**config.mk**
```make
export PLATFORM = sky130hd
export DESIGN_NAME = muldiv_unit
export DESIGN_NICKNAME = d
export VERILOG_FILES = /design/src/rtl/muldiv_unit.sv
export SDC_FILE = /design/constraint.sdc
export NUM_CORES = 1
export LEC_CHECK = 0
export ABC_AREA = 0
export BUFFER_PORTS_ARGS = -buffer_cell sky130_fd_sc_hd__buf_4
export CAP_MARGIN = 0
export CORE_UTILIZATION = 54
export DETAILED_ROUTE_END_ITERATION = 12
export PLACE_DENSITY = 0.77
export SYNTH_ARGS = -nofsm -noshare
export SYNTH_HDL_FRONTEND = slang
export SYNTH_SLANG_ARGS = --single-unit
```
**constraint.sdc**
```tcl
create_clock -name clk -period 3.5 [get_ports clk]
set_input_delay 0.35 -clock clk [delete_from_list [all_inputs] [get_ports clk]]
set_output_delay 0.35 -clock clk [all_outputs]
set_load 0.05 [all_outputs]
```
**src/rtl/muldiv_unit.sv**
```systemverilog
// muldiv_unit: iterative multu/mult (and divu when MULDIV_DIVU_EN is defined) with HI/LO registers
// A shift-add or restoring shift-subtract step runs per cycle, and HI/LO load only when the result is final.
module muldiv_unit #(
  parameter int WIDTH = 32
) (
  input  logic             clk,
  input  logic             rst_n,
  input  logic             start,
  input  logic [1:0]       op,
  input  logic [WIDTH-1:0] a,
  input  logic [WIDTH-1:0] b,
  input  logic             wr_hi,
  input  logic             wr_lo,
  input  logic [WIDTH-1:0] wdata,
  input  logic [1:0]       sel,
  output logic             busy,
  output logic             done,
  output logic [WIDTH-1:0] hi,
  output logic [WIDTH-1:0] lo,
  output logic [WIDTH-1:0] dout
);
  localparam int CW = $clog2(WIDTH + 1);
  typedef enum logic [1:0] {S_IDLE, S_RUN, S_DONE} state_t;
  state_t state, state_next;
  logic [WIDTH-1:0] m, a_mag, b_mag;
  logic [2*WIDTH-1:0] p, p_next, res, mul_next;
  logic [WIDTH:0] sum;
  logic [CW-1:0] cnt;
  logic neg, legal, accept;
`ifdef MULDIV_DIVU_EN
  logic div;
  logic [WIDTH:0] diff;
  logic [2*WIDTH-1:0] div_next;
  assign legal = op != 2'b11;
  assign diff = p[2*WIDTH-1:WIDTH-1] - {1'b0, m};
  assign div_next = diff[WIDTH] ? {p[2*WIDTH-2:0], 1'b0} : {diff[WIDTH-1:0], p[WIDTH-2:0], 1'b1};
  assign p_next = div ? div_next : mul_next;
`else
  assign legal = !op[1];
  assign p_next = mul_next;
`endif
  assign accept = start && legal && state == S_IDLE;
  assign a_mag = (op == 2'b01 && a[WIDTH-1]) ? -a : a;
  assign b_mag = (op == 2'b01 && b[WIDTH-1]) ? -b : b;
  // The multiplier sits in the low half and shifts out as the partial product shifts in.
  assign sum = {1'b0, p[2*WIDTH-1:WIDTH]} + (p[0] ? {1'b0, m} : '0);
  assign mul_next = {sum, p[WIDTH-1:1]};
  assign res = neg ? -p : p;
  always_ff @(posedge clk) begin
    if (!rst_n) state <= S_IDLE;
    else state <= state_next;
  end
  always_comb begin
    state_next = (state == S_IDLE) ? (accept ? S_RUN : S_IDLE) :
                 (state == S_RUN)  ? (cnt == '0 ? S_DONE : S_RUN) : S_IDLE;
  end
  always_comb begin
    busy = state != S_IDLE;
    done = state == S_DONE;
    dout = (sel == 2'b01) ? hi : (sel == 2'b10) ? lo : '0;
  end
  always_ff @(posedge clk) begin
    if (!rst_n) begin
      m   <= '0;
      p   <= '0;
      cnt <= '0;
      neg <= 1'b0;
      hi  <= '0;
      lo  <= '0;
`ifdef MULDIV_DIVU_EN
      div <= 1'b0;
`endif
    end else begin
      if (accept) begin
        m   <= op[1] ? b : a_mag;
        p   <= {{WIDTH{1'b0}}, op[1] ? a : b_mag};
        cnt <= CW'(WIDTH);
        neg <= op == 2'b01 && (a[WIDTH-1] ^ b[WIDTH-1]);
`ifdef MULDIV_DIVU_EN
        div <= op[1];
`endif
      end else if (state == S_RUN && cnt != '0) begin
        p   <= p_next;
        cnt <= cnt - CW'(1);
      end
      if (state == S_RUN && cnt == '0) {hi, lo} <= res;
      else if (state == S_IDLE && !accept) begin
        if (wr_hi) hi <= wdata;
        if (wr_lo) lo <= wdata;
      end
    end
  end
endmodule

```
# After elaboration in Yosys (flattened, before gate mapping)
# Index checks and enable logic that the tools add are counted.
[totals]
reg_bits = 169
latchBits = 0
wordCells = 64
memories = 0
in_bits = 105
rom_bits = 0
output_inout_bits = 98
ram_bits = 0
[classes]
eq_ne = 5
n_shift = 0
div_mod_pow = 0
addsub = 5
n_reduce_logical = 21
order_cmp = 0
n_bitwise = 2
n_mul = 0
muxes = 22
[op_table]
columns = ["cell", "n"]
rows = [
  ["2-to-1 mux 32 bit", 15],
  ["2-to-1 mux 64 bit", 1],
  ["negation 32 bit", 2],
  ["negation 64 bit", 1],
  ["adder 32 x 32 -> 33 bit", 1],
  ["2-to-1 mux 6 bit", 2],
  ["nonzero test 2 bit", 5],
  ["logical AND 1 bit", 8],
  ["equality test 2 x 1 -> 1 bit (second input constant)", 3],
  ["zero test 6 bit", 1],
  ["2-to-1 mux 2 bit", 3],
  ["nonzero test 6 bit", 1],
  ["subtractor 6 x 1 -> 6 bit (second input constant)", 1],
  ["equality test 2 bit (second input constant)", 2],
  ["AND reduction 2 bit", 2],
  ["zero test 1 bit", 2],
  ["zero test 2 bit", 1],
  ["OR reduction 2 bit", 1],
  ["2-to-1 mux 1 bit", 1],
  ["inverter 1 bit", 1],
  ["bitwise XOR 1 bit", 1],
]

# Logic depth before layout (Yosys ltp)
[logic_depth]
word_depth = 7
ltp_mapped = 12
ltp_nobuf = 10

# Worst setup path after synthesis
# OpenSTA, ideal clock, no wires.
[synth_timing]
kind = "register to register"
from = "reg p[0]"
to = "reg p[55]"
setup_slack_ns = 0.782
period_less_slack_ns = 2.718
required_time_ns = 3.426
path_buffers = 2
t_arrival_ns = 2.643
setup_ns = 0.074
path_stages_with_launch = 13
cell_sequence = "dfxtp_1 -> clkbuf_1 -> clkbuf_1 -> and2_1 -> ha_1 -> fa_1 -> a21oi_1 -> o211ai_1 -> nand3_1 -> a32oi_1 -> a21boi_0 -> xor2_1 -> o21ai_0"
[synth_via]
elab_chain_cells = 2
[synth_rtl]
columns = ["element", "line_no", "text"]
rows = [
  ["start: declaration", "26", "logic [2*WIDTH-1:0] p, p_next, res, mul_next;"],
  ["start signal: assignment", "76", "p <= {{WIDTH{1'b0}}, op[1] ? a : b_mag};"],
  ["start signal: assignment", "83", "p <= p_next;"],
  ["2-to-1 mux 32 bit", "46", "assign sum = {1'b0, p[2*WIDTH-1:WIDTH]} + (p[0] ? {1'b0, m} : '0);"],
  ["adder 32 x 32 -> 33 bit", "46", ""],
]
# Every way passes these cells.
# A chain may end at the register's enable or synchronous reset.

# Worst setup path in the final report
[layout_timing]
from = "reg p[0]"
to = "reg p[54]"
# The elaborated chain is that of the path after synthesis.

==> out/results.ini <==
[sta]
setup_slack_ns=0.408
final.setup_skew_ns=0.0116
setup_tns_ns=0
setup_viol=0
finalCritPeriodShare_pct=88.4
max_freq_mhz=323
drv_slew=0
relSlewSlack_pct=15.2
rsz0062_at_grt=no
worst_pin_slew_ns=1.27
finalHoldViolCount=0
fin_crit_ns=3.09

[power_and_ir_drop]
comb_power_share_pct=27.0
powerDensity_nw_per_um2=404
ir_drop_uv=283
pwr-share-seq_pct=39.7
leakage_uw=0.00630
switching_power_uw=1960
p_sw_share_pct=34.8
internal-power_uw=3660
clock_power_share_pct=33.3

[outcome]
outcome=finished clean

[setup_path]
crit_start=p[0]
worst_setup_path_start_kind=flop
end_kind=flop
path_class=flop to flop
crit_fanout=23
crit_end=p[54]
critPathArrivalTime_ns=3.44
r2r_start=p[0]
worstPathRequired_ns=3.85
r2r_cells=9
reg2reg_to=p[54]
r2r_setup_slack_ns=0.41

[clock_tree]
postCtsSetupRepairBufs=0
post_cts_resized=0
ctsLongestPathBuffers=2
cts_root_buf=clkbuf_16
cts_tree=done
htree_levels=4
clock_latency_ns=0.43
cts.sinks=169
clk_pin_slew_ns=0.07
numCtsBuffers=17
postCtsHoldBufs=0

[layout]
drive_gt1_share_pct=18.9
fin_nets=1740
fin_util_pct=66.1
antenna_cells=0
area_growth_pct=19.9
final_cell_mix=buf_4, nand2_1, dfxtp_1, a21oi_1, o21ai_0
layout_commonest_cell=buf_4

[floorplanning]
die_h_um=149
rows=53
die-area_sq_um=22100
io_pins=203
start_util_pct=55.1
die_w_um=149
coreArea_sq_um=21000

[synth]
synth_edf_count=0
avgSynthCellArea_sq_um=8.07
ys_types=71
syn_area_sq_um=11600
synth_cells=1436
ys.flop_type=dfxtp_1
synthArstFlopShare_pct=0
ys_seq_area_share_pct=29.2
synth.yosys.warnings=0
syn_nets=1579
synth-seq-cells=169

[route]
via_per_inst=6.19
drcViolationCount=0
firstDrtPassIters=6
drtIter0Drc=1071
wl_per_cell_um=19.2
routed_wl_um=36100
detailroute.via_count=11700
drtAntennaViolNets=0

[placed_design]
preCtsSetupSlack_ns=0.456
io_buffers=202
hpwlAfterDp_um=27600
gp_congestion=1.07

[global_routing]
antenna_found_initial=1
grt_pass1_vias=10600
grt_use_met2_pct=51.9
grtUsageMet1_pct=44.9
met3_usage_pct=5.15
track_usage_pct=32.6
grt_pass1_wl_um=56800
overflow=0
grt_busiest_layer=met2
grt_max_degree=75

[worst_hold_path]
hp-class=input port to flop
hp-start=a[0]

[run]
drv_cap=0

-- final cells by class --
| class | count | area, sq um |
|---|---|---|
| multi-input cells | 1154 | 7770 |
| fillers | 1800 | 7130 |
| flip-flops and latches | 169 | 3380 |
| repair buffers | 231 | 1730 |
| clock buffers | 21 | 460 |
| well taps | 275 | 344 |
| clock inverters | 11 | 111 |
| inverters | 24 | 90.1 |
-- synth_stat cells (14+ instances only) --
cell type | instances | area, sq um
nand2_1 | 205 | 769
dfxtp_1 | 169 | 3380
a21oi_1 | 104 | 521
o21ai_0 | 91 | 455
xnor2_1 | 75 | 657
clkbuf_1 | 71 | 267
xor2_1 | 70 | 613
mux2i_1 | 64 | 641
nor2_1 | 54 | 203
o211a_1 | 45 | 450
and2_1 | 41 | 257
nand3_1 | 41 | 205
ha_1 | 37 | 463
o31ai_1 | 35 | 263
a22o_1 | 33 | 289
o22ai_1 | 26 | 163
inv_1 | 24 | 90.1
nor3_1 | 21 | 105
and3_1 | 17 | 106
or3_1 | 17 | 106
o41ai_1 | 14 | 123
-- logic make-up after synthesis --
logic type,share of synthesized area [%]
DFF,29.2
xor gates and xnor gates,11.0
AOI/OAI and AO/OA,25.4
adders and majority gates,4.17
and+or+nand+nor,19.9
buffers and inverters,3.95
muxes,6.40
-- critical path: stages (launching register included) --
cell	delay (ns)
dfxtp_1	0.76
and2_1	0.24
ha_1	0.28
and3_1	0.26
o211ai_1	0.15
or2_2	0.32
a21oi_1	0.38
o21ai_0	0.19
and3_1	0.23
o31ai_1	0.20
-- worst min-delay path by stage --
| stage | cells past startpoint | endpoint | slack, ns |
|---|---|---|---|
| 3_5_place_dp | 2 | m[23] | 0.45 |
| 4_1_cts | 3 | m[0] | 0.19 |
| 2_1_floorplan | 2 | m[11] | 0.42 |
| 5_1_grt | 3 | m[0] | 0.20 |
| 3_3_place_gp | 2 | m[12] | 0.43 |
| 6_report | 3 | m[0] | 0.20 |
-- per-layer routing --
metal | vias up | wire, um
met5 | - | 0
met4 | 0 | 849
met2 | 515 | 16400
met3 | 65 | 2870
met1 | 5502 | 16000
li1 | 5577 | -
-- flip-flops by register name (all words and copies together), names as in the netlist --
name / cells
p: 64
hi: 32
lo: 32
m: 32
cnt: 6
state: 2
neg: 1
-- through the flow --
step	hold WS [ns]	power (uW)	std cells	area, sq um
after floorplan	0.417	3250	1436	11600
after global placement	0.434	3750	1853	13300
after detailed placement	0.446	3770	1853	13300
after CTS	0.192	5610	1885	13900
after global routing	0.205	5820	1885	13900
final	0.197	5620	1885	13900
-- power by group through the flow --
| stage | sequential (uW) | combinational, uW | clock (uW) |
|---|---|---|---|
| after floorplan | 2480 | 765 | 0 |
| after global placement | 2260 | 1480 | 0 |
| after detailed placement | 2270 | 1500 | 0 |
| after CTS | 2220 | 1510 | 1880 |
| after global routing | 2240 | 1620 | 1950 |
| final | 2230 | 1520 | 1870 |
Power figures use the tool's default switching activity.
